### config.mk
export PLATFORM = sky130hd
export DESIGN_NAME = random_placement_reseed_ctrl
export DESIGN_NICKNAME = d
export VERILOG_FILES = /design/src/rtl/random_placement_reseed_ctrl_pkg.sv /design/src/rtl/random_placement_reseed_ctrl_period_counter.sv /design/src/rtl/random_placement_reseed_ctrl.sv
export SDC_FILE = /design/constraint.sdc
export NUM_CORES = 1
export LEC_CHECK = 0
export BUFFER_PORTS_ARGS = -buffer_cell sky130_fd_sc_hd__clkbuf_2
export CAP_MARGIN = 15
export CORE_MARGIN = 1.5
export CORE_UTILIZATION = 58
export DETAILED_ROUTE_END_ITERATION = 16
export GPL_TIMING_DRIVEN = 0
export HOLD_SLACK_MARGIN = 0.15
export PLACE_DENSITY_LB_ADDON = 0.1
export SLEW_MARGIN = 5
export SYNTH_ARGS = -nofsm -noshare
export SYNTH_HDL_FRONTEND = slang
export SYNTH_HIERARCHICAL = 1
export SYNTH_SLANG_ARGS = --single-unit
### constraint.sdc
create_clock -name clk -period 3.8 [get_ports clk]
set_input_delay 0.19 -clock clk [delete_from_list [all_inputs] [get_ports clk]]
set_output_delay 0.19 -clock clk [all_outputs]
set_load 0.01 [all_outputs]
### src/rtl/random_placement_reseed_ctrl_pkg.sv
`default_nettype none
// +----------------------------------------------------------------------+
// | random_placement_reseed_ctrl_pkg                                      |
// | Shared state encoding and default seed for the placement reseed ctrl. |
// | Rev 1.0                                                               |
// +----------------------------------------------------------------------+
package random_placement_reseed_ctrl_pkg;

   typedef enum logic [1:0] {
      RP_IDLE  = 2'd0,
      RP_DRAIN = 2'd1,
      RP_FLUSH = 2'd2,
      RP_SWAP  = 2'd3
   } rp_reseed_state_t;

   localparam logic [11:0] RP_SEED_INIT = 12'hA5C;

endpackage
`default_nettype wire

### src/rtl/random_placement_reseed_ctrl_period_counter.sv
`default_nettype none
// +----------------------------------------------------------------------+
// | reseed_period_counter                                                 |
// | Counts accesses and flags the access that completes a reseed period.  |
// | Rev 1.0                                                               |
// +----------------------------------------------------------------------+
module reseed_period_counter #(
   parameter int PERIOD = 4096
) (
   input  logic clk,
   input  logic reset,
   input  logic inc,
   input  logic clear,
   output logic hit
);

   localparam int CW = (PERIOD > 1) ? $clog2(PERIOD) : 1;

   generate
      if (PERIOD == 0) begin : g_disabled
         logic w_unused;
         assign w_unused = ^{clk, reset, inc, clear};
         assign hit      = 1'b0;
      end else begin : g_enabled
         localparam logic [CW-1:0] c_last = CW'(PERIOD - 1);
         logic [CW-1:0] r_count;

         // Saturates at the last value; the hit it produces is what clears it.
         always_ff @(posedge clk or posedge reset) begin
            if (reset) begin
               r_count <= '0;
            end else if (clear) begin
               r_count <= '0;
            end else if (inc && (r_count != c_last)) begin
               r_count <= r_count + 1'b1;
            end
         end

         assign hit = inc && (r_count == c_last);
      end
   endgenerate

endmodule
`default_nettype wire

### src/rtl/random_placement_reseed_ctrl.sv
`default_nettype none
// +----------------------------------------------------------------------+
// | random_placement_reseed_ctrl                                          |
// | Quiesces, flushes every set, then swaps the cache placement seed.     |
// | Rev 1.0                                                               |
// +----------------------------------------------------------------------+
module random_placement_reseed_ctrl
   import random_placement_reseed_ctrl_pkg::*;
#(
   parameter int                   INDX_BITS     = 6,
   parameter int                   CONT_BITS     = 12,
   parameter int                   RESEED_PERIOD = 4096,
   parameter logic [CONT_BITS-1:0] SEED_INIT     = CONT_BITS'(RP_SEED_INIT)
) (
   input  logic                 clk,
   input  logic                 reset,
   input  logic                 reseed_req,
   input  logic                 access_valid,
   input  logic                 mem_idle,
   input  logic [CONT_BITS-1:0] prng_i,
   output logic                 flush_valid,
   output logic [INDX_BITS-1:0] flush_set,
   input  logic                 flush_ready,
   output logic [CONT_BITS-1:0] seed_o,
   output logic                 stall_o,
   output logic                 reseed_done
);

   rp_reseed_state_t     r_state;
   rp_reseed_state_t     w_next_state;
   logic [INDX_BITS-1:0] r_flush_set;
   logic [CONT_BITS-1:0] r_seed;
   logic                 r_done;
   logic                 w_idle;
   logic                 w_period_hit;
   logic                 w_trigger;
   logic                 w_last_set;

   assign w_idle     = (r_state == RP_IDLE);
   assign w_trigger  = w_idle && (reseed_req || w_period_hit);
   assign w_last_set = &r_flush_set;

   // Held clear outside IDLE so accesses during a reseed never count.
   reseed_period_counter #(
      .PERIOD (RESEED_PERIOD)
   ) u_period_counter (
      .clk   (clk),
      .reset (reset),
      .inc   (access_valid),
      .clear (w_trigger || !w_idle),
      .hit   (w_period_hit)
   );

   always_ff @(posedge clk or posedge reset) begin
      if (reset) begin
         r_state <= RP_IDLE;
      end else begin
         r_state <= w_next_state;
      end
   end

   always_comb begin
      w_next_state = r_state;
      case (r_state)
         RP_IDLE:  if (w_trigger) w_next_state = RP_DRAIN;
         RP_DRAIN: if (mem_idle) w_next_state = RP_FLUSH;
         RP_FLUSH: if (flush_ready && w_last_set) w_next_state = RP_SWAP;
         RP_SWAP:  w_next_state = RP_IDLE;
         default:  w_next_state = RP_IDLE;
      endcase
   end

   always_ff @(posedge clk or posedge reset) begin
      if (reset) begin
         r_flush_set <= '0;
         r_seed      <= SEED_INIT;
         r_done      <= 1'b0;
      end else begin
         r_done <= (r_state == RP_SWAP);
         case (r_state)
            RP_DRAIN: if (mem_idle) r_flush_set <= '0;
            RP_FLUSH: if (flush_ready) r_flush_set <= r_flush_set + 1'b1;
            // Forcing a change guarantees every reseed really remaps addresses.
            RP_SWAP:  r_seed <= (prng_i == r_seed) ? (prng_i ^ CONT_BITS'(1)) : prng_i;
            default:  ;
         endcase
      end
   end

   assign flush_valid = (r_state == RP_FLUSH);
   assign flush_set   = r_flush_set;
   assign seed_o      = r_seed;
   assign stall_o     = !w_idle;
   assign reseed_done = r_done;

endmodule
`default_nettype wire

==> run metrics <==
critical path type reg2reg; Pwr per Cell Area 580 nW/um2; vias in the first global route approximately 1500; wire length per cell 14.2 um; largest family of logic cells by synthesized area simple AND/OR/NAND/NOR gates; CP required 4.02 ns; Storage cell area 833 um2; share of cells above drive strength 1 between 30% and 40%; mux contribution to synthesized area 11.3%; Syn Std Cell Area 1850 um2; initial antenna violation count 0; Skew-Pair Late Insertion Delay 0.33 ns; commonest non-fill, non-tap cell in the layout clkbuf_2; Worst setup EP type flip-flop; Hold Slack around 0.17 ns; Post-Route Skew 0.00635 ns; Synth Area in Compound Gates 8.67%; crit path DAT 2.20 ns; Synth Area per Inst 10.7 um2; unrepaired setup endpoints after global routing false; total grt overflow 0; area delta synth->final 24.0%; Post-Synth XOR/XNOR Area 7.58%; crit path max fanout 5; register bit count reported by yosys 33; Max stage delay on crit path roughly 0.43 ns; nets@finish 256; gate count of the mapped netlist 172; Worst path slowest cell dfrtp_1; Antenna Violating Nets Remaining 0; cells along the critical path ha_1, nand2_1, nor4_1, or3_1, nand3_1, mux2_2; Fin. Hold Viols 0; Die Wd 59.4 um; router iterations before antenna repair 4; top cell type's share of synthesized area a little over a third; synth warn 6; cell family with most CP delay simple AND/OR/NAND/NOR gates; Simple-Gate Fraction of Synth Area 20.4%; Rel. slew slack 42.2%; footprint of the multi-input gates 975 um2; VDD IR max 326 uV; n_diodes 0; Max Root-Sink Buffers 2; Cell variety after synth 42; Final period util 52.0%; maxcap violations 0; Hold Path Class in2reg; RePlAce Congestion 0.743; vias per cell 5.49; I/O pins 39; crit path time final 1.97 ns; global-route wire length before repair 6330 um; Worst setup SP type flip-flop; H-tree depth 2; Starting Density about three fifths; Synthesized Nets 197; TNS Setup 0 ns; fmax 0.506 GHz; Slew Limit Fails 0; Final setup viols 0; dominant cell type by area after synthesis dfrtp_1; Pleak 1.00 nW; IO buf count 38; full die area around 3500 um2; status complete, no violations; Layout fillers roughly 220; Area contributors post-synth dfrtp_1 (37%), dfstp_2 (8.5%), mux2_2 (7.3%), xnor2_1 (7.1%), ha_1 (4.7%); Worst Tran Pin Value 0.865 ns; Seq/Total Area, Yosys 45.1%; Clock transition at path regs around 0.10 ns; Bufs and invs on worst path 0; adder-cell area share of the yosys netlist 4.74%; leading cell types in the layout, fill and taps excluded clkbuf_2 (38), dfrtp_1 (27), nor2_1 (17); GRT Total Usage 24.3%; drt first-iter violations between 40 and 50; DPL Wire Length 2750 um; core area 3030 um2; via count 1514; CTS tree built; die height 59.4 um; number of core rows 20; total wire length 3930 um; total clock buffers created by CTS 5; clk sinks 33; CTS Root Cell clkbuf_4; Remaining DRCs 0; largest net degree at the start of global routing 22
-- cell usage after synthesis --
cell / instances
nor3b_1: 1
o311a_2: 1
nand4_4: 1
a311oi_1: 1
nand3_1: 7
nand3_4: 1
a22o_2: 1
xor2_1: 1
nor2_1: 17
or2_2: 1
o41ai_1: 1
or2b_1: 1
dfstp_2: 6
o21bai_1: 1
or3_1: 1
nor2b_1: 4
nand4_1: 5
buf_2: 2
ha_1: 7
nand3b_1: 2
nor4_1: 2
dfrtp_1: 27
mux2i_1: 6
clkbuf_1: 1
a221oi_1: 1
a31oi_1: 1
o41ai_4: 1
nor3_1: 9
o21ai_0: 6
a211oi_1: 2
nand2_1: 10
mux2_2: 12
and2_1: 1
mux2i_2: 1
o211ai_1: 1
and4_1: 1
and3_1: 1
inv_1: 7
a21oi_1: 2
a41oi_1: 1
xnor2_1: 15
nor4_2: 2
-- logic make-up (layout without fill, tap and decap cells) --
family	Yosys count	after routing
adder cells (fa/ha/maj)	7	7
AND/OR/NAND/NOR	67	67
XOR/XNOR	16	16
AO/OA/AOI/OAI	20	20
flip-flops	33	33
buffers and inverters	10	70
multiplexers	19	19
-- final timing paths --
| check | from | to | slack (ns) | cells after the start |
|---|---|---|---|---|
| worst min-delay path | reseed_req | u_period_counter/g_enabled.r_count[5]$_DFFE_PP0P_ | 0.17 | 3 |
| max in group asynchronous | reset | flush_set[5]$_DFFE_PP0P_ | 2.67 | 3 |
| worst max-delay path | u_period_counter/g_enabled.r_count[0]$_DFFE_PP0P_ | r_state[1]$_DFFE_PP0P_ | 1.83 | 6 |
| worst min register to register | u_period_counter/g_enabled.r_count[6]$_DFFE_PP0P_ | u_period_counter/g_enabled.r_count[6]$_DFFE_PP0P_ | 0.56 | 1 |
| worst max register to register | u_period_counter/g_enabled.r_count[0]$_DFFE_PP0P_ | r_state[1]$_DFFE_PP0P_ | 1.83 | 6 |
| min in group asynchronous | reset | u_period_counter/g_enabled.r_count[8]$_DFFE_PP0P_ | 0.42 | 3 |
-- through the flow --
step	total power, mW	cell area [um2]	std cells	worst slack, ns	utilization (%)
after floorplan	0.944	1850	172	1.99	-
after global placement	1.09	2090	254	1.86	69.1
after detailed placement	1.13	2090	254	1.83	69.1
after CTS	1.34	2290	276	1.81	75.7
after global routing	1.43	2290	276	1.67	75.7
final	1.33	2290	276	1.83	75.7
-- timing repair --
| action | 4_1_cts | 5_1_grt |
|---|---|---|
| endpoints found under the hold margin | 40 | 0 |
| hold buffers | 14 | 0 |
| gates resized for setup | 0 | 0 |
| buffers inserted | 0 | 0 |
-- registers in the layout (all words and copies together) (netlist names) --
name / cells
flush_set: 6
seed_o: 12
r_state: 2
reseed_done: 1
u_period_counter/g_enabled.r_count: 12
-- final cells by class --
cell class	instances	area share [%]
multi-input cells	129	42.5
flip-flops and latches	33	36.4
repair buffers	52	14.4
clock buffers	8	2.57
well taps	44	2.40
inverters	7	1.15
plain buffers	3	0.600
-- worst reg2reg max path, delay by kind of cell, from the launching register on --
kind / cells / cell delay, ns
AND/OR/NAND/NOR: 4 / 0.83
flip-flops: 1 / 0.43
multiplexers: 1 / 0.35
adder cells (fa/ha/maj): 1 / 0.27
-- routing by layer --
layer | track usage [%] | share of wire [%] | wire length [um] | vias up
met5 | 0 | 0 | 0 | -
met1 | 27.6 | 41 | 1620 | 723
li1 | - | - | - | 729
met2 | 44.0 | 52 | 2060 | 56
met3 | 6.11 | 5.0 | 197 | 6
met4 | 8.44 | 1.3 | 51 | 0
-- power by group --
group | switching, mW | leakage [nW] | total (mW) | internal (mW)
Sequential | 0.0907 | 0.417 | 0.564 | 0.473
Combinational | 0.276 | 0.553 | 0.562 | 0.286
Clock | 0.113 | 0.0326 | 0.204 | 0.0913
Total | 0.479 | 1.00 | 1.33 | 0.850
No activity file was read; power rests on OpenSTA's default activity.
